==> src/rtl/float_pkg.sv <==
// Shared widths, state encoding and the packed single-precision layout
// used by the float normalization stage.
package float_pkg;

    localparam int unsigned EXP_W   = 8;
    localparam int unsigned MAN_W   = 23;
    localparam int unsigned EXP_MAX = 255;
    localparam int unsigned BIAS    = 127;

    typedef enum logic [1:0] {
        IDLE  = 2'd0,
        SHIFT = 2'd1,
        DONE  = 2'd2
    } state_t;

    typedef struct packed {
        logic             sign;
        logic [EXP_W-1:0] exp;
        logic [MAN_W-1:0] frac;
    } fp32_t;

endpackage

==> src/rtl/float_normalizer_if.sv <==
// Valid/ready bundle between the adder mantissa datapath, the normalizer
// and its consumer.
interface float_normalizer_if;
    import float_pkg::*;

    logic                 in_valid;
    logic                 in_ready;
    logic                 in_sign;
    logic [EXP_W-1:0]     in_exp;
    logic [MAN_W+1:0]     in_mant;
    logic                 out_valid;
    logic                 out_ready;
    logic [31:0]          out_result;
    logic                 out_exception;

    modport slave (
        input  in_valid, in_sign, in_exp, in_mant, out_ready,
        output in_ready, out_valid, out_result, out_exception
    );

    modport master (
        output in_valid, in_sign, in_exp, in_mant, out_ready,
        input  in_ready, out_valid, out_result, out_exception
    );

endinterface

==> src/rtl/carrySelectAdder.sv <==
// Carry-select adder: ripple lower half, upper half precomputed for both
// carry values and selected by the lower-half carry.
module carrySelectAdder #(
    parameter int unsigned W = 8
) (
    input  logic [W-1:0] a,
    input  logic [W-1:0] b,
    input  logic         cin,
    output logic [W-1:0] sum,
    output logic         cout
);

    localparam int unsigned LO = W / 2;
    localparam int unsigned HI = W - LO;

    logic [LO:0] lo_sum;
    logic [HI:0] hi_sum0;
    logic [HI:0] hi_sum1;

    always_comb begin
        lo_sum  = {1'b0, a[LO-1:0]} + {1'b0, b[LO-1:0]} + {{LO{1'b0}}, cin};
        hi_sum0 = {1'b0, a[W-1:LO]} + {1'b0, b[W-1:LO]};
        hi_sum1 = {1'b0, a[W-1:LO]} + {1'b0, b[W-1:LO]} + {{HI{1'b0}}, 1'b1};
        if (lo_sum[LO]) begin
            sum  = {hi_sum1[HI-1:0], lo_sum[LO-1:0]};
            cout = hi_sum1[HI];
        end else begin
            sum  = {hi_sum0[HI-1:0], lo_sum[LO-1:0]};
            cout = hi_sum0[HI];
        end
    end

endmodule

==> src/rtl/float_normalizer.sv <==
// Multi-cycle normalizer: shifts the adder mantissa one bit per cycle until
// the hidden bit is set or the exponent floor is hit, then packs an fp32 word.
module float_normalizer
    import float_pkg::*;
(
    input  logic                clk,
    input  logic                rst,
    float_normalizer_if.slave   bus
);

    state_t           state_q, state_d;
    logic             sign_q, sign_d;
    logic [EXP_W:0]   exp_q, exp_d;
    logic [MAN_W+1:0] mant_q, mant_d;
    logic             in_ready_q, in_ready_d;
    logic             out_valid_q, out_valid_d;
    logic [31:0]      result_q, result_d;
    logic             exception_q, exception_d;

    logic [EXP_W-1:0] add_a, add_b, add_sum;
    logic             add_cout;
    logic             exc_c;
    fp32_t            packed_c;

    // One adder serves both the carry increment (b=0) and the shift decrement (b=~1)
    carrySelectAdder #(.W(EXP_W)) u_exp_adder (
        .a    (add_a),
        .b    (add_b),
        .cin  (1'b1),
        .sum  (add_sum),
        .cout (add_cout)
    );

    always_comb begin
        add_a = (state_q == IDLE) ? bus.in_exp : exp_q[EXP_W-1:0];
        add_b = (state_q == SHIFT) ? ~EXP_W'(1) : '0;
    end

    // Exception covers both an all-ones input exponent and a carry overflow
    always_comb begin
        exc_c         = (exp_q >= (EXP_W+1)'(EXP_MAX));
        packed_c.sign = sign_q;
        packed_c.exp  = mant_q[MAN_W] ? exp_q[EXP_W-1:0] : '0;
        packed_c.frac = mant_q[MAN_W-1:0];
    end

    always_comb begin
        state_d     = state_q;
        sign_d      = sign_q;
        exp_d       = exp_q;
        mant_d      = mant_q;
        out_valid_d = out_valid_q;
        result_d    = result_q;
        exception_d = exception_q;

        case (state_q)
            IDLE: begin
                if (bus.in_valid && in_ready_q) begin
                    sign_d  = bus.in_sign;
                    exp_d   = {1'b0, bus.in_exp};
                    mant_d  = bus.in_mant;
                    state_d = DONE;
                    if (bus.in_exp == EXP_W'(EXP_MAX)) begin
                        state_d = DONE;
                    end else if (bus.in_mant == '0) begin
                        state_d = DONE;
                    end else if (bus.in_mant[MAN_W+1]) begin
                        mant_d = bus.in_mant >> 1;
                        exp_d  = {add_cout, add_sum};
                    end else if (bus.in_mant[MAN_W]) begin
                        state_d = DONE;
                    end else if (bus.in_exp <= EXP_W'(1)) begin
                        state_d = DONE;
                    end else begin
                        state_d = SHIFT;
                    end
                end
            end
            SHIFT: begin
                mant_d = mant_q << 1;
                exp_d  = {1'b0, add_sum};
                if (mant_q[MAN_W-1] || (add_sum == EXP_W'(1))) begin
                    state_d = DONE;
                end
            end
            DONE: begin
                if (!out_valid_q) begin
                    out_valid_d = 1'b1;
                    exception_d = exc_c;
                    result_d    = (exc_c || (mant_q == '0)) ? 32'h0 : 32'(packed_c);
                end else if (bus.out_ready) begin
                    out_valid_d = 1'b0;
                    state_d     = IDLE;
                end
            end
            default: state_d = IDLE;
        endcase

        in_ready_d = (state_d == IDLE);
    end

    always_ff @(posedge clk) begin
        if (rst) begin
            state_q     <= IDLE;
            sign_q      <= 1'b0;
            exp_q       <= '0;
            mant_q      <= '0;
            in_ready_q  <= 1'b0;
            out_valid_q <= 1'b0;
            result_q    <= '0;
            exception_q <= 1'b0;
        end else begin
            state_q     <= state_d;
            sign_q      <= sign_d;
            exp_q       <= exp_d;
            mant_q      <= mant_d;
            in_ready_q  <= in_ready_d;
            out_valid_q <= out_valid_d;
            result_q    <= result_d;
            exception_q <= exception_d;
        end
    end

    assign bus.in_ready      = in_ready_q;
    assign bus.out_valid     = out_valid_q;
    assign bus.out_result    = result_q;
    assign bus.out_exception = exception_q;

endmodule

==> src/flat_wrapper.sv <==
// flat-port wrapper written by rule: the top's interface ports become plain ports
module float_normalizer_flat import float_pkg::*;
  (clk, rst, bus_in_valid, bus_in_sign, bus_in_exp, bus_in_mant, bus_out_ready, bus_in_ready, bus_out_valid, bus_out_result, bus_out_exception);
  float_normalizer_if bus_i ();
  input  logic clk;
  input  logic rst;
  input wire logic [$bits(bus_i.in_valid)-1:0] bus_in_valid;
  input wire logic [$bits(bus_i.in_sign)-1:0] bus_in_sign;
  input wire logic [$bits(bus_i.in_exp)-1:0] bus_in_exp;
  input wire logic [$bits(bus_i.in_mant)-1:0] bus_in_mant;
  input wire logic [$bits(bus_i.out_ready)-1:0] bus_out_ready;
  output wire logic [$bits(bus_i.in_ready)-1:0] bus_in_ready;
  output wire logic [$bits(bus_i.out_valid)-1:0] bus_out_valid;
  output wire logic [$bits(bus_i.out_result)-1:0] bus_out_result;
  output wire logic [$bits(bus_i.out_exception)-1:0] bus_out_exception;
  assign bus_i.in_valid = bus_in_valid;
  assign bus_i.in_sign = bus_in_sign;
  assign bus_i.in_exp = bus_in_exp;
  assign bus_i.in_mant = bus_in_mant;
  assign bus_i.out_ready = bus_out_ready;
  assign bus_in_ready = bus_i.in_ready;
  assign bus_out_valid = bus_i.out_valid;
  assign bus_out_result = bus_i.out_result;
  assign bus_out_exception = bus_i.out_exception;
  float_normalizer u_core (.clk(clk), .rst(rst), .bus(bus_i));
endmodule
==> config.mk <==
export PLATFORM = sky130hd
export DESIGN_NAME = float_normalizer_flat
export DESIGN_NICKNAME = d
export VERILOG_FILES = /design/src/rtl/float_pkg.sv /design/src/rtl/float_normalizer_if.sv /design/src/rtl/carrySelectAdder.sv /design/src/rtl/float_normalizer.sv /design/src/flat_wrapper.sv
export SDC_FILE = /design/constraint.sdc
export NUM_CORES = 1
export LEC_CHECK = 0
export ABC_AREA = 1
export CAP_MARGIN = 20
export CORE_ASPECT_RATIO = 1.25
export CORE_UTILIZATION = 40
export DETAILED_ROUTE_END_ITERATION = 10
export HOLD_SLACK_MARGIN = 0.03
export PLACE_DENSITY = 0.64
export SLEW_MARGIN = 20
export SYNTH_ARGS = -nofsm -noshare
export SYNTH_HDL_FRONTEND = slang
export SYNTH_SLANG_ARGS = --single-unit
==> constraint.sdc <==
create_clock -name clk -period 6.2 [get_ports clk]
set_clock_uncertainty 0.15 [all_clocks]
set_input_delay 1.24 -clock clk [delete_from_list [all_inputs] [get_ports clk]]
set_output_delay 1.24 -clock clk [all_outputs]
set_load 0.01 [all_outputs]
---- Word-level counts from Yosys, hierarchy flattened ----
Index checks and enable logic that the tools add are counted.
Widths: inputs -> output; s select.
word-level totals
  flip-flop bits (word level) ............. 72
  bits in latches ......................... 0
  memory bits (writable) .................. 0
  memory bits (read-only) ................. 0
  input port bits ......................... 38
  word-level logic and storage cells ...... 59
  memories kept ........................... 0
operators by class
  add/sub/neg operators ................... 4
  multiply operators ...................... 0
  divide/modulo/power cells ............... 0
  magnitude comparators ................... 2
  equal/unequal tests ..................... 5
  shift-type cells ........................ 0
  multiplexer cells ....................... 28
  bitwise logic cells ..................... 1
  reductions and logical operators ........ 11
operator list
  operator             count
  $mux 25              3
  $logic_not 25->1     2
  $pmux 25 s2          1
  $mux 9               4
  $mux 32              1
  $mux 8               4
  $mux 24              1
  $mux 2               9
  $pmux 9 s2           1
  $add 4x4->5          2
  $add 5x1->5 const B  2
  $ge 9x8->1 const B   1
  $eq 8x1->1 const B   1
  $eq 8x8->1 const B   1
  $le 8x1->1 const B   1
  $pmux 2 s3           1
  $reduce_and 2->1     3
  $logic_not 2->1      2
  $mux 1               3
  $eq 2x1->1 const B   1
  $eq 2x2->1 const B   1
  $logic_or 1x1->1     2
  $ne 2x2->1 const B   1
  $reduce_bool 2->1    1
  2 further kinds      2

---- Longest topological paths before layout ----
Gate-level depths: netlist of the first run.
  word-level depth ........................ 10
  depth in mapped cells ................... 22

---- Cells and area by module ----
A second synthesis of the first run with hierarchy kept.
second synthesis, totals
  cells, all modules ...................... 586
  area, all modules ....................... 4025.1 µm²
modules (own cells, without submodules)
  module            times used  cells each  area each (µm²)  seq. area each (µm²)
  float_normalizer  1           529         3648.5           1441.4
  carrySelectAdder  1           57          376.6            0.0

---- Least setup slack after synthesis of the first run ----
Ideal clock, no wire load.
  path type ............................... input -> register
  start point ............................. in bus_in_exp[4]
  end point ............................... reg u_core.in_ready_q, in the netlist u_core.bus.in_ready
  library setup time ...................... 0.112 ns
  data arrival time ....................... 2.995 ns
  path slack .............................. 2.943 ns
  stages on the path ...................... 17
  cell sequence ........................... inv_1 -> a21oi_1 -> ha_1 -> inv_1 -> fa_1 -> inv_1 -> ha_1 -> inv_1 -> nand2_1 -> nand2_1 -> nand3_1 -> nor2_1 -> nand2_1 -> nand2_1 -> nand3_1 -> nand3_1 -> nor2_1
between the ends
  word-level cells in the longest chain between the ends .. 9
  elaborated cells on any way between the ends .. 17
RTL lines
  element                                            RTL line                                                                source
  start: declaration                                 flat_wrapper.sv:9                                                       input wire logic [$bits(bus_i.in_exp)-1:0] bus_in_exp;
  $mux 8 / $le 8x1->1 (equally long branches)        float_normalizer.sv:35, float_normalizer.sv:72
  $add 4x4->5 / $mux 2 (equally long branches)       carrySelectAdder.sv:22, carrySelectAdder.sv:23, float_normalizer.sv:72
  $add 5x1->5 / $mux 2 (equally long branches)       carrySelectAdder.sv:23, float_normalizer.sv:70
  $mux 8 / $mux 2 (equally long branches)            carrySelectAdder.sv:24, float_normalizer.sv:67
  $eq 8x1->1 / $mux 2 (equally long branches)        float_normalizer.sv:82, float_normalizer.sv:65
  $logic_or 1x1->1 / $mux 2 (equally long branches)  float_normalizer.sv:82, float_normalizer.sv:63
  $mux 2, on equally long branches                   float_normalizer.sv:82, float_normalizer.sv:58
  $pmux 2 s3 *                                       float_normalizer.sv:56                                                  case (state_q)
  $logic_not 2->1 *                                  float_normalizer.sv:99                                                  in_ready_d = (state_d == IDLE);
  end signal: assignment                             float_normalizer.sv:117                                                 in_ready_q <= in_ready_d;
  end: declaration                                   float_normalizer.sv:15                                                  logic in_ready_q, in_ready_d;
Every way passes the cells marked *; elsewhere a longest branch is shown, timed or not.
A chain may end at the register's enable or synchronous reset.

---- Worst setup path in the final report of the first run ----
  start point ............................. in bus_in_exp[4]
  end point ............................... reg u_core.state_q[1]
between the ends
  word-level cells in the longest chain between the ends .. 8
  elaborated cells on any way between the ends .. 16
RTL lines
  element                                            RTL line                                                                source
  $mux 8 / $le 8x1->1 (equally long branches)        float_normalizer.sv:35, float_normalizer.sv:72
  $add 4x4->5 / $mux 2 (equally long branches)       carrySelectAdder.sv:22, carrySelectAdder.sv:23, float_normalizer.sv:72
  $add 5x1->5 / $mux 2 (equally long branches)       carrySelectAdder.sv:23, float_normalizer.sv:70
  $mux 8 / $mux 2 (equally long branches)            carrySelectAdder.sv:24, float_normalizer.sv:67
  $eq 8x1->1 / $mux 2 (equally long branches)        float_normalizer.sv:82, float_normalizer.sv:65
  $logic_or 1x1->1 / $mux 2 (equally long branches)  float_normalizer.sv:82, float_normalizer.sv:63
  $mux 2, on equally long branches                   float_normalizer.sv:82, float_normalizer.sv:58
  $pmux 2 s3 *                                       float_normalizer.sv:56
  end signal: assignment                             float_normalizer.sv:113                                                 state_q <= state_d;
  end: declaration                                   float_normalizer.sv:11                                                  state_t state_q, state_d;
Marked as above.

==> reports/qor.csv, run 1 <==
metric;value;unit
status;finished, final reports clean;
root buf cell;clkbuf_16;
P&R area growth vs syn;27.75;%
Post-CTS Setup Bufs;0;
crit path capture type;flop;
# fillers;934;
IO Port Bufs;72;
Die Span Y;112.0;um
antenna violations before repair;0;
final wirelength;10330;um
via count;3902;
pwr dens;265.8;mW/mm2
Max Fclk;266.7;MHz
final instance area;0.004949;mm2
Mapped Area;0.003874;mm2
num rows;39;
Setup crit start kind;primary input;
max-slew violations;0;
syn_area_per_cell;6.893;um2
cts hold-fix bufs;0;
largest net degree at the start of global routing;36;
Tmin final;3.749;ns
Worst slew margin;48.69;%
post-synthesis xor/xnor area fraction;0.2261;%
Seq cells post-synth;72;
CTS Buffer Depth;2;
RSZ-0062 raised after global routing;no;
HP Class;flop to flop;
Worst Path Arrival;3.87;ns
Starting Density;41.78;%
fraction of registers with async set/reset;0;%
CTS tree;built;
Post-Synth Adder-Cell Area;4.264;%
vias in the first global route;3567;
Post-Syn Instances;562;
Slew @ Worst Pin;0.7680;ns
Die X;90.02;um
# IOs;73;
# DRC;0;
hold_sp;u_core.bus.out_result[10];
# diodes;0;
remaining global-route overflow;0;
DRT iter0 DRCs;212;
core area;0.009271;mm2
Compound-Gate Fraction of Synth Area;20.96;%
largest family of logic cells by synthesized area;simple AND/OR/NAND/NOR gates;
Synth Flop Type;dfxtp_1;
total power;1.315;mW
nets@finish;670;
Post-synth EDFFs;0;
Clk Latency, worst-skew pair;0.34;ns
post-synthesis mux area share;0;%
All-Layer GR Usage;21.39;%
layout cells sized above 1;5.600;%
placed inst area;0.004616;mm2
WL/cell;13.81;um
Lkg Pwr;1.914;nW
max-cap viol count;0;
Clock Sinks;72;
hpwl dp;7478;um
Num CTS Buffers;9;
setup TNS;0;ns
Hold Vio Cnt, Final;0;
first-pass GRT wire length;17240;um
worst-path maximum fanout;4;
setup violators final;0;
routability cong.;0.8971;
Yosys Warn Count;0;
drt pass-1 iters;4;
Vias/cell;5.217;
CTS clk-pin slew, worst paths;0.06;ns
Synthesized Nets;612;
full die area;0.01008;mm2
htree depth;3;
reg-to-reg startpoint;u_core.state_q[0];
DRT antenna net count;0;
CTS-repair resized insts;0;
Crit path required time;6.32;ns
simple-gate share of the synthesized area;28.04;%
worst vdd ir;110.6;uV
number of unique standard cell types used by synthesis;33;
Critical path origin;bus_in_exp[4];
Seq/Total Area, Yosys;37.21;%
fin crit share;60.47;%
Setup Crit Path Kind;primary input to flop;
[routing by layer]
metal / track usage (%) / part of all wire (%) / vias up
met3: 2.981 / 3.4 / 19
met4: 10.86 / 2.4 / 0
met2: 36.23 / 49 / 99
met1: 26.53 / 45 / 1789
li1: - / - / 1995
met5: 0 / 0 / -
[power by group]
part,internal (mW),switching (mW)
Sequential,0.487,0.0245
Combinational,0.0909,0.144
Clock,0.375,0.194
Total,0.953,0.363
[synthesized netlist by cell type (3+ instances only)]
cell	n	area share (%)
nand4_1	7	1.1
buf_2	9	1.2
a221oi_1	4	0.90
o21ai_0	26	3.4
nor4_1	9	1.5
a21oi_1	44	5.7
inv_1	49	4.7
nor2_2	4	0.65
o211ai_1	16	3.1
inv_2	5	0.48
nor2_1	24	2.3
ha_1	10	3.2
dfxtp_1	72	37
a31oi_1	27	4.4
nand2_1	183	18
nand3_1	28	3.6
buf_6	4	1.2
o21bai_1	7	1.4
clkbuf_1	13	1.3
nor3_1	3	0.39
[metrics by stage]
| stage | std cells | util, % | setup slack, ns | hold WS [ns] |
|---|---|---|---|---|
| global placement | 732 | 49.78 | 2.169 | 0.3013 |
| detailed placement | 732 | 49.78 | 2.110 | 0.3056 |
| CTS | 748 | 53.37 | 2.454 | 0.3145 |
| global route | 748 | 53.37 | 2.222 | 0.3298 |
| floorplan | 562 | - | 2.943 | 0.2894 |
| finish | 748 | 53.37 | 2.451 | 0.3122 |
[worst max-delay path: stages]
cell and delay [ns]:
clkdlybuf4s50_1 0.52, inv_1 0.06, a21oi_1 0.15, ha_1 0.18
inv_1 0.05, fa_1 0.52, inv_1 0.06, ha_1 0.27
inv_1 0.05, nand2_1 0.06, nand2_1 0.07, nand3_1 0.07
nor2_1 0.15, nand2_1 0.08, nand2_1 0.08, nand2_1 0.05
nand2_1 0.06, nand2_1 0.04, nor2_1 0.09
[path summary, 6_finish.rpt]
| path | end | slack, ns | depth (start not counted) |
|---|---|---|---|
| setup / recovery | u_core.state_q[1] | 2.45 | 19 |
| hold / removal | u_core.bus.out_result[10] | 0.31 | 2 |
| setup reg to reg | u_core.state_q[1] | 2.98 | 19 |
| hold reg to reg | u_core.bus.out_result[10] | 0.31 | 2 |
[flip-flops by register name, indices dropped and copies added, names as in the netlist]
name                      cells
u_core.bus.in_ready           1
u_core.bus.out_exception      1
u_core.bus.out_result        32
u_core.bus.out_valid          1
u_core.exp_q                  9
u_core.mant_q                25
u_core.sign_q                 1
u_core.state_q                2
[cells in the final DEF, fill, tap and decap left out]
cell	synthesis	final
nand2_2	1	1
buf_2	9	1
a211oi_1	2	2
clkinv_1	2	2
a22oi_1	2	2
o21ai_0	26	26
dfxtp_1	72	72
xnor2_1	1	1
nand2_1	183	183
inv_2	5	5
nor2_1	24	24
clkinv_4	0	1
nor3_1	3	3
clkbuf_8	0	2
clkinvlp_4	0	1
bufinv_16	0	2
ha_1	10	10
a31oi_1	27	27
o21ai_2	1	1
o211ai_1	16	16
nor2_4	1	1
nand3_1	28	28
a21oi_1	44	44
o21bai_1	7	7
clkbuf_1	13	1
a221oi_1	4	4
clkdlybuf4s50_1	0	71
nor2_2	4	4
buf_4	1	3
a221oi_2	2	2
clkbuf_16	0	9
inv_1	49	49
nand4_1	7	7
a21oi_4	1	1
nand2_4	1	1
nor4_1	9	9
fa_1	2	2
[final cells by class]
class	instances	area [um2]	area share, %
Inverter	56	210.2	4.248
Sequential cell	72	1441	29.13
Clock buffer	12	256.5	5.183
Timing Repair Buffer	75	738.2	14.92
Multi-Input combinational cell	406	2072	41.87
Clock inverter	4	76.32	1.542
Tap cell	123	153.9	3.110
[cells by family after synthesis]
family	count (synthesis)
DFF	72
xor gates and xnor gates	1
AOI/OAI and AO/OA	132
and+or+nand+nor	261
buffers and inverters	84
adders and majority gates	12
Note: power is estimated with default switching activity, not from simulation.
==> run 2: changes to the inputs <==
==> constraint.sdc (replaced) <==
create_clock -name clk -period 3.9 [get_ports clk]
set_clock_uncertainty 0.15 [all_clocks]
set_input_delay 0.78 -clock clk [delete_from_list [all_inputs] [get_ports clk]]
set_output_delay 0.78 -clock clk [all_outputs]
set_load 0.01 [all_outputs]
==> run 2 against run 1 <==
Register-to-register slack lost 2.3 ns. Design area grew 1.0%. Hold slack is essentially flat. Clock-buffer cell count shrank 2.
==> reports/qor.csv, run 2 (synthesis results as in run 1) <==
metric;value;unit;change
commonest non-fill, non-tap cell in the layout;nand2_1;;unchanged
Setup Crit Path Kind;primary input to flop;;unchanged
routability cong.;0.9336;;was 0.8971
placed inst area;0.004631;mm2;was 0.004616 mm2
WHS;0.3120;ns;was 0.3122 ns
first-pass GRT wire length;17410;um;was 17240 um
final instance area;0.004999;mm2;was 0.004949 mm2
Setup crit start kind;primary input;;unchanged
max-slew violations;0;;unchanged
Slew @ Worst Pin;0.7966;ns;was 0.7680 ns
htree depth;3;;unchanged
root buf cell;clkbuf_16;;unchanged
max-cap viol count;0;;unchanged
DRT antenna net count;0;;unchanged
Die Span Y;112.0;um;unchanged
largest net degree at the start of global routing;38;;was 36
CTS-repair resized insts;0;;unchanged
HP Class;flop to flop;;unchanged
Tmin final;3.256;ns;
full die area;0.01008;mm2;unchanged
layout cells sized above 1;5.911;%;was 5.600%
Post-Place Worst Slack;0.2984;ns;was 2.110 ns
Clk Latency, worst-skew pair;0.33;ns;was 0.34 ns
fin crit share;83.49;%;
pwr dens;440.2;mW/mm2;was 265.8 mW/mm2
setup TNS;0;ns;unchanged
Die X;90.02;um;unchanged
dpl cells;734;;was 732
vias in the first global route;3620;;was 3567
setup violators final;0;;unchanged
DRT iter0 DRCs;168;;was 212
via count;3927;;was 3902
Worst Path Arrival;3.33;ns;was 3.87 ns
WL/cell;14.01;um;was 13.81 um
Worst R2R Setup Slack;0.67;ns;was 2.98 ns
hpwl dp;7504;um;was 7478 um
Lkg Pwr;1.944;nW;was 1.914 nW
crit path capture type;flop;;unchanged
num rows;39;;unchanged
# fillers;920;;was 934
cts hold-fix bufs;0;;unchanged
worst-path maximum fanout;4;;unchanged
Num CTS Buffers;9;;unchanged
Worst slew margin;46.77;%;was 48.69%
drt pass-1 iters;5;;was 4
final wirelength;10500;um;was 10330 um
nets@finish;672;;was 670
P&R area growth vs syn;29.04;%;was 27.75%
Starting Density;41.78;%;unchanged
CTS Buffer Depth;2;;unchanged
# DRC;0;;unchanged
core area;0.009271;mm2;unchanged
Post-CTS Setup Bufs;0;;unchanged
Max Fclk;307.1;MHz;
CTS clk-pin slew, worst paths;0.06;ns;about the same
max FFs per register;32;;unchanged
antenna violations before repair;0;;unchanged
Hold Vio Cnt, Final;0;;unchanged
# IOs;73;;unchanged
# diodes;0;;unchanged
remaining global-route overflow;0;;unchanged
IO Port Bufs;72;;unchanged
All-Layer GR Usage;21.32;%;was 21.39%
RSZ-0062 raised after global routing;no;;unchanged
Clock Sinks;72;;unchanged
Vias/cell;5.243;;was 5.217
status;finished, final reports clean;;unchanged
fin worst setup slack;0.6440;ns;was 2.451 ns
fin cells;749;;was 748
commonest cells after routing, fill and taps aside;183 x nand2_1, 72 x dfxtp_1, 71 x clkdlybuf4s50_1;;unchanged
Crit path required time;3.98;ns;was 6.32 ns
CTS tree;built;;unchanged
worst vdd ir;210.9;uV;was 110.6 uV
-- run 2: per-layer routing --
layer  wire length, um  GRT usage, %  up-vias
li1                  -             -     2003
met3               389         2.371       19
met4               251         9.677        0
met2              5204         37.05      101
met5                 0             0        -
met1              4651         26.51     1804
-- run 2: per-stage QoR --
| step | utilization [%] | power, mW |
|---|---|---|
| 2_1_floorplan | - | 1.081 |
| 3_5_place_dp | 49.95 | 1.202 |
| 6_report | 53.91 | 2.200 |
| 3_3_place_gp | 49.95 | 1.197 |
| 5_1_grt | 53.91 | 2.293 |
| 4_1_cts | 53.91 | 2.207 |
-- run 2: worst paths after layout --
kind	depth (start not counted)	start	end
min	2	u_core.bus.out_result[12]	u_core.bus.out_result[12]
max reg2reg	18	u_core.state_q[0]	u_core.bus.in_ready
max	18	bus_in_exp[4]	u_core.bus.in_ready
min reg2reg	2	u_core.bus.out_result[12]	u_core.bus.out_result[12]
-- run 2: worst max-delay path, cell delays in order --
cell             delay (ns)
clkdlybuf4s50_1        0.53
inv_1                  0.05
a21oi_1                0.13
ha_1                   0.18
inv_1                  0.05
fa_1                   0.53
inv_1                  0.07
ha_1                   0.28
inv_1                  0.06
nand2_1                0.06
nand2_1                0.06
nand3_1                0.07
nor2_1                 0.10
nand2_1                0.09
nand2_1                0.09
nand3_1                0.07
nand3_1                0.08
nor2_1                 0.04
-- run 2: area by class of cell --
cell class,count,area (um2),area share [%]
Clock inverter,5,128.9,2.578
Multi-Input combinational cell,406,2072,41.45
Inverter,56,210.2,4.205
Tap cell,123,153.9,3.079
Clock buffer,10,239.0,4.781
Sequential cell,72,1441,28.84
Timing Repair Buffer,77,753.2,15.07
-- run 2: power by group --
part	internal (mW)	switching, mW	total (mW)
Sequential	0.774	0.0389	0.813
Clock	0.704	0.307	1.01
Combinational	0.145	0.230	0.376
